<file path="config.mk">
export PLATFORM = sky130hd
export DESIGN_NAME = ram_arbiter
export DESIGN_NICKNAME = d
export VERILOG_FILES = /design/src/rtl/ram_arbiter.sv
export SDC_FILE = /design/constraint.sdc
export NUM_CORES = 1
export LEC_CHECK = 0
export ABC_AREA = 1
export CORE_AREA = 2 2 160 162
export CTS_CLUSTER_DIAMETER = 40
export DETAILED_ROUTE_END_ITERATION = 16
export DIE_AREA = 0 0 162 164
export DONT_BUFFER_PORTS = 1
export GPL_TIMING_DRIVEN = 0
export SLEW_MARGIN = 20
export SYNTH_ARGS = -nofsm -noshare
export SYNTH_HDL_FRONTEND = slang
export SYNTH_SLANG_ARGS = --single-unit
</file>
<file path="constraint.sdc">
create_clock -name CLK -period 2 [get_ports CLK]
set_clock_uncertainty 0.15 [all_clocks]
set_input_delay 0.5 -clock CLK [delete_from_list [all_inputs] [get_ports CLK]]
set_output_delay 0.5 -clock CLK [all_outputs]
set_load 0.1 [all_outputs]
</file>
<file path="src/rtl/ram_arbiter.sv">
// ram_arbiter
// Round-robin arbiter that shares one RAM port among NREQ cache requesters.
// A winner is picked in IDLE, scanning from the rotating priority pointer. The
// grant is registered and held until the RAM reports ACCESS, the owner drops
// its request, or the watchdog expires. Priority then rotates past the owner.
//
// Ports
//   CLK, nRST            clock (rising edge), asynchronous active-low reset
//   req_ren / req_wen    per-requester read / write request (write wins)
//   req_addr / req_store per-requester address / write data, 32 bits each,
//                        requester i at [32i+31:32i]
//   req_wait             per-requester wait, low only on the owner's completion
//   req_load             RAM read data broadcast to every requester
//   ramREN/ramWEN/ramaddr/ramstore  RAM-side request
//   ramload / ramstate   RAM-side response (FREE, BUSY, ACCESS, ERROR)
//   owner / grant_vld    current grant holder and grant-held flag
//   timeout              one-cycle pulse when the watchdog releases a grant
module ram_arbiter #(
  parameter int NREQ    = 4,
  parameter int TIMEOUT = 64
) (
  input  logic              CLK,
  input  logic              nRST,
  input  logic [NREQ-1:0]    req_ren,
  input  logic [NREQ-1:0]    req_wen,
  input  logic [NREQ*32-1:0] req_addr,
  input  logic [NREQ*32-1:0] req_store,
  output logic [NREQ-1:0]    req_wait,
  output logic [31:0]        req_load,
  output logic               ramREN,
  output logic               ramWEN,
  output logic [31:0]        ramaddr,
  output logic [31:0]        ramstore,
  input  logic [31:0]        ramload,
  input  logic [1:0]         ramstate,
  output logic [2:0]         owner,
  output logic               grant_vld,
  output logic               timeout
);

  localparam int WDW = $clog2(TIMEOUT) + 1;

  typedef enum logic [1:0] {FREE = 2'd0, BUSY = 2'd1, ACCESS = 2'd2, ERROR = 2'd3} ramstate_t;
  typedef enum logic {IDLE = 1'b0, GRANT = 1'b1} state_t;

  state_t         state_q, state_d;
  logic [2:0]     ptr_q, ptr_d;
  logic [2:0]     owner_q, owner_d;
  logic [WDW-1:0] wdog_q, wdog_d;

  // Request vectors padded to 8 so a 3-bit index is always in range.
  logic [7:0] ren_pad, wen_pad, req_pad;
  logic       found;
  logic [2:0] winner;
  logic [2:0] owner_next;
  logic       own_ren, own_wen, own_req;

  always_comb begin
    ren_pad = '0;
    wen_pad = '0;
    ren_pad[NREQ-1:0] = req_ren;
    wen_pad[NREQ-1:0] = req_wen;
    req_pad = ren_pad | wen_pad;
    own_ren = ren_pad[owner_q];
    own_wen = wen_pad[owner_q];
    own_req = req_pad[owner_q];
  end

  // Round-robin scan starting at ptr_q, wrapping modulo NREQ.
  always_comb begin
    logic [3:0] idx;
    found  = 1'b0;
    winner = '0;
    idx    = '0;
    for (int k = 0; k < NREQ; k++) begin
      idx = {1'b0, ptr_q} + 4'(k);
      if (idx >= 4'(NREQ)) idx = idx - 4'(NREQ);
      if (!found && req_pad[idx[2:0]]) begin
        found  = 1'b1;
        winner = idx[2:0];
      end
    end
  end

  // Priority pointer after releasing the current owner.
  always_comb begin
    if (owner_q == 3'(NREQ - 1)) owner_next = '0;
    else                         owner_next = owner_q + 3'd1;
  end

  always_ff @(posedge CLK or negedge nRST) begin
    if (!nRST) begin
      state_q <= IDLE;
      ptr_q   <= '0;
      owner_q <= '0;
      wdog_q  <= '0;
    end else begin
      state_q <= state_d;
      ptr_q   <= ptr_d;
      owner_q <= owner_d;
      wdog_q  <= wdog_d;
    end
  end

  // Release priority: abort beats completion, completion beats the watchdog.
  always_comb begin
    state_d   = state_q;
    ptr_d     = ptr_q;
    owner_d   = owner_q;
    wdog_d    = wdog_q;
    ramREN    = 1'b0;
    ramWEN    = 1'b0;
    ramaddr   = '0;
    ramstore  = '0;
    req_wait  = '1;
    timeout   = 1'b0;
    grant_vld = 1'b0;
    case (state_q)
      IDLE: begin
        wdog_d = '0;
        if (found) begin
          owner_d = winner;
          state_d = GRANT;
        end
      end
      GRANT: begin
        grant_vld = 1'b1;
        for (int i = 0; i < NREQ; i++) begin
          if (owner_q == 3'(i)) begin
            ramaddr  = req_addr[i*32 +: 32];
            ramstore = req_store[i*32 +: 32];
          end
        end
        if (!own_req) begin
          state_d = IDLE;
          ptr_d   = owner_next;
          wdog_d  = '0;
        end else begin
          ramWEN = own_wen;
          ramREN = own_ren & ~own_wen;
          if (ramstate == ACCESS) begin
            for (int i = 0; i < NREQ; i++) begin
              if (owner_q == 3'(i)) req_wait[i] = 1'b0;
            end
            state_d = IDLE;
            ptr_d   = owner_next;
            wdog_d  = '0;
          end else if (wdog_q == WDW'(TIMEOUT - 1)) begin
            timeout = 1'b1;
            state_d = IDLE;
            ptr_d   = owner_next;
            wdog_d  = '0;
          end else begin
            wdog_d = wdog_q + WDW'(1);
          end
        end
      end
      default: state_d = IDLE;
    endcase
  end

  assign req_load  = ramload;
  assign owner     = owner_q;

endmodule

</file>
==> summary.log <==
INFO  run_status     outcome=finished with violations
INFO  run_status     failing_checks=negative setup slack
INFO  hold_path      hold_path_depth=1
INFO  global_routing grt_start_max_net_pins=15
INFO  placed_design  port_buffers=0
INFO  clock_tree     cts_made_buffers=3
INFO  timing         fmax=314MHz
INFO  detailed_routing routed_via_density=5.23
INFO  placed_design  detailed_place_hpwl=17900um
INFO  detailed_routing drtIter0Drc=319
INFO  critical_path  critPathBufInv=3
INFO  global_routing wire_length_of_the_first_global_routing_pass=31200um
INFO  detailed_routing remaining_drc_errors=0
INFO  critical_path  crit_path_start_kind=flip-flop
INFO  die            die_height=164um
INFO  timing         slew_viol_final=0
INFO  die            start_util=14.5%
INFO  critical_path  crit-reg2reg-capture=wdog_q[2]$_DFF_PN0_
INFO  clock_tree     cts_buffer_depth=2
INFO  critical_path  slowest_stage=sky130_fd_sc_hd__dfrtp_4
INFO  critical_path  critical_path_arrival=2540ps
INFO  final_layout   fillCellCount=2703
INFO  die            num_rows=58
INFO  clock_tree     cts_htree_levels=1
INFO  critical_path  crit_chain=inv_6 -> ha_4 -> buf_12 -> clkbuf_16 -> nand3_1 -> nand3_2 -> o21ai_2 -> o21ai_4
INFO  logic_synthesis postSynthCellCount=621
INFO  hold_path      hold_path_startpoint=wdog_q[0]$_DFF_PN0_
INFO  die            design.core.area=24800squm
INFO  global_routing grtUsageTotal=15.7%
INFO  logic_synthesis post_synthesis_instance_area=3600squm
INFO  clock_tree     worst_skew_pair.late_latency=250ps
INFO  logic_synthesis synthDistinctLibCells=34
INFO  detailed_routing drt_wl_total=24300um
INFO  timing         min_period_over_period=159%
INFO  die            chipWidth=162um
INFO  timing         finalHoldViolCount=0
INFO  final_layout   finish.utilization=27.4%
INFO  logic_synthesis synth.yosys.seq_area_share=9.73%
INFO  detailed_routing dr.max_layer_used=met4
INFO  logic_synthesis ys_warn_count=0
INFO  critical_path  timing.rr.start=owner[0]$_DFFE_PN0P_
INFO  global_routing antenna_found_initial=2
INFO  critical_path  path_class=reg -> out
INFO  die            io_pins=407
INFO  clock_tree     clkTransAtPathRegs=50ps
INFO  critical_path  rrSetupSlack=-440ps
INFO  placed_design  gpl.final_weighted_congestion=0.809
INFO  detailed_routing ant_nets=0
INFO  global_routing grt_pass1_vias=4805
INFO  detailed_routing met3_length=1740um
INFO  hold_path      path_class_of_the_lowest_slack_min_delay_path=reg -> reg
INFO  timing         max-slew-margin-rel=30.9%
INFO  final_layout   nNetsFinal=978
INFO  clock_tree     tritoncts=done
INFO  final_layout   post_layout_nonfiller_instances=1002
INFO  timing         setup_viol_count_final=82
INFO  critical_path  ff2ff_path_depth=13
INFO  die            die-area=26600squm
INFO  timing         timing.final.crit_period=3190ps
INFO  job            drv_cap=0
INFO  critical_path  worst-path-max-fanout=8
INFO  critical_path  critPathCaptureType=output port
INFO  clock_tree     cts_sinks=14
INFO  detailed_routing dr_total_vias=5242
INFO  detailed_routing total_iterations_of_the_first_detailed_routing_run=6
INFO  global_routing globalRoute.totalOverflow=0
INFO  detailed_routing wirelength_met1=9550um
INFO  detailed_routing met2_wirelength=12400um
INFO  hold_path      hold_end=wdog_q[0]$_DFF_PN0_
INFO  critical_path  worst_path_max_stage_delay=680ps
INFO  critical_path  timing.critical_path.max_delay_family=flip-flops
INFO  logic_synthesis synth.net_count=928
INFO  placed_design  placed_cells=952
INFO  final_layout   flow.area_growth_from_synthesis=88.9%
INFO  timing         grt_setup_unrepaired=yes
INFO  clock_tree     cts-root-buf=sky130_fd_sc_hd__clkbuf_16
INFO  timing         max_slew.worst_pin.slew=1030ps
INFO  timing         setup_slack=-1190ps
INFO  final_layout   post_route_cells_drive_above_1_share=55.7%
INFO  logic_synthesis syn_area_per_cell=5.80squm
INFO  critical_path  crit_required=1350ps
INFO  logic_synthesis synth.ff_latch_count=14
INFO  detailed_routing wl_per_cell=24.2um
-- synth_stat cells --
master,n,area (sq um)
sky130_fd_sc_hd__buf_2,28,140
sky130_fd_sc_hd__or2_1,1,6.26
sky130_fd_sc_hd__nand3_1,144,721
sky130_fd_sc_hd__clkbuf_1,21,78.8
sky130_fd_sc_hd__nand3b_1,1,7.51
sky130_fd_sc_hd__xnor2_1,1,8.76
sky130_fd_sc_hd__or2_0,10,62.6
sky130_fd_sc_hd__and2_1,1,6.26
sky130_fd_sc_hd__xor2_1,1,8.76
sky130_fd_sc_hd__buf_4,33,248
sky130_fd_sc_hd__or2_2,8,50.1
sky130_fd_sc_hd__nand3_2,2,20.0
sky130_fd_sc_hd__o22ai_1,2,12.5
sky130_fd_sc_hd__nand2_1,97,364
sky130_fd_sc_hd__inv_2,3,11.3
sky130_fd_sc_hd__buf_1,8,30.0
sky130_fd_sc_hd__nor3b_2,2,25.0
sky130_fd_sc_hd__nor4_1,1,6.26
sky130_fd_sc_hd__a32o_1,19,190
sky130_fd_sc_hd__inv_4,2,12.5
sky130_fd_sc_hd__nor3_1,2,10.0
sky130_fd_sc_hd__nor2_1,29,109
sky130_fd_sc_hd__a41oi_1,1,8.76
sky130_fd_sc_hd__o21ai_1,10,50.1
sky130_fd_sc_hd__buf_6,5,56.3
sky130_fd_sc_hd__nor2_2,1,6.26
sky130_fd_sc_hd__o21ai_0,85,425
sky130_fd_sc_hd__a21oi_2,1,8.76
sky130_fd_sc_hd__ha_1,7,87.6
sky130_fd_sc_hd__nand2_2,1,6.26
sky130_fd_sc_hd__inv_1,13,48.8
sky130_fd_sc_hd__nand4_1,66,413
sky130_fd_sc_hd__nand2_4,1,11.3
sky130_fd_sc_hd__dfrtp_1,14,350
-- cell families after synthesis --
kind of cell               synth area share (%)
xor gates and xnor gates                  0.487
AOI/OAI and AO/OA                          19.3
adders and majority gates                  2.43
DFF                                        9.73
and+or+nand+nor                            50.7
buffers and inverters                      17.4
-- registers in the layout (all words and copies together) (netlist names) --
name and count:
wdog_q 7, owner 3, ptr_q 3, state_q 1
-- worst max path at each step --
stage,from,to,depth (start not counted)
final,owner[1]$_DFFE_PN0P_,ramstore[24],8
after global routing,owner[1]$_DFFE_PN0P_,ramaddr[9],8
after CTS,owner[1]$_DFFE_PN0P_,ramstore[29],8
after detailed placement,state_q$_DFF_PN0_,req_wait[3],5
after global placement,state_q$_DFF_PN0_,req_wait[3],5
after floorplan,owner[0]$_DFFE_PN0P_,timeout,7
-- cell type report --
cell class | instances | area [sq um] | share of cell area (%)
clock buffer | 4 | 88.8 | 1.31
sequential | 14 | 367 | 5.39
antenna | 2 | 5.00 | 0.0736
buffer | 94 | 1020 | 15.0
timing repair buffer | 46 | 637 | 9.36
tap | 330 | 413 | 6.07
multi-input combinational | 494 | 4160 | 61.1
inverter | 18 | 115 | 1.69
-- placed cells by master, fill, tap and decap left out, types with 3 or more instances in the layout --
cell type | netlist | routed
sky130_fd_sc_hd__nand3_1 | 144 | 86
sky130_fd_sc_hd__nand2_1 | 97 | 85
sky130_fd_sc_hd__buf_4 | 33 | 58
sky130_fd_sc_hd__buf_2 | 28 | 4
sky130_fd_sc_hd__or2_2 | 8 | 8
sky130_fd_sc_hd__nand3_4 | 0 | 10
sky130_fd_sc_hd__ha_1 | 7 | 3
sky130_fd_sc_hd__dfrtp_1 | 14 | 9
sky130_fd_sc_hd__buf_8 | 0 | 9
sky130_fd_sc_hd__nand2_4 | 1 | 4
sky130_fd_sc_hd__or2_0 | 10 | 5
sky130_fd_sc_hd__clkbuf_2 | 0 | 3
sky130_fd_sc_hd__nor2_4 | 0 | 8
sky130_fd_sc_hd__buf_12 | 0 | 12
sky130_fd_sc_hd__o21ai_2 | 0 | 44
sky130_fd_sc_hd__buf_6 | 5 | 22
sky130_fd_sc_hd__nand4_1 | 66 | 66
sky130_fd_sc_hd__nor2_1 | 29 | 20
sky130_fd_sc_hd__buf_16 | 0 | 3
sky130_fd_sc_hd__a32o_4 | 0 | 19
sky130_fd_sc_hd__dfrtp_4 | 0 | 4
sky130_fd_sc_hd__o21ai_4 | 0 | 48
sky130_fd_sc_hd__ha_4 | 0 | 4
sky130_fd_sc_hd__clkbuf_8 | 0 | 9
sky130_fd_sc_hd__clkbuf_16 | 0 | 15
sky130_fd_sc_hd__nand3_2 | 2 | 50
sky130_fd_sc_hd__inv_6 | 0 | 3
sky130_fd_sc_hd__inv_1 | 13 | 10
sky130_fd_sc_hd__clkbuf_4 | 0 | 8
sky130_fd_sc_hd__nand2_2 | 1 | 8
sky130_fd_sc_hd__or2_1 | 1 | 4
-- what timing repair did --
item	CTS	global route
cloned	2	10
setup endpoints to repair	80	85
hold endpoints to repair	14	0
buffers inserted	16	16
pin swaps	70	60
hold buffers	1	0
gates resized for setup	241	97
-- layer usage --
metal | vias up | global-route usage (%)
met4 | 0 | 3.38
met1 | 2543 | 19.3
met2 | 325 | 28.8
met5 | - | 0
li1 | 2331 | -
met3 | 43 | 2.53
-- metrics by stage --
stage / hold WS, ps / setup WS, ps / instance area (sq um) / setup TNS [ps]
finish: 347 / -1190 / 6800 / -80770
global route: 370 / -1220 / 6800 / -86860
CTS: 341 / -1150 / 6030 / -78040
detailed placement: 54.9 / -1500 / 4930 / -88230
global placement: 54.9 / -1460 / 4920 / -89680
floorplan: 54.4 / -1050 / 4500 / -56440
Power is left out: the tool's default activity adds up to more than one toggle a clock period on the data nets, which glitch-free logic cannot reach.
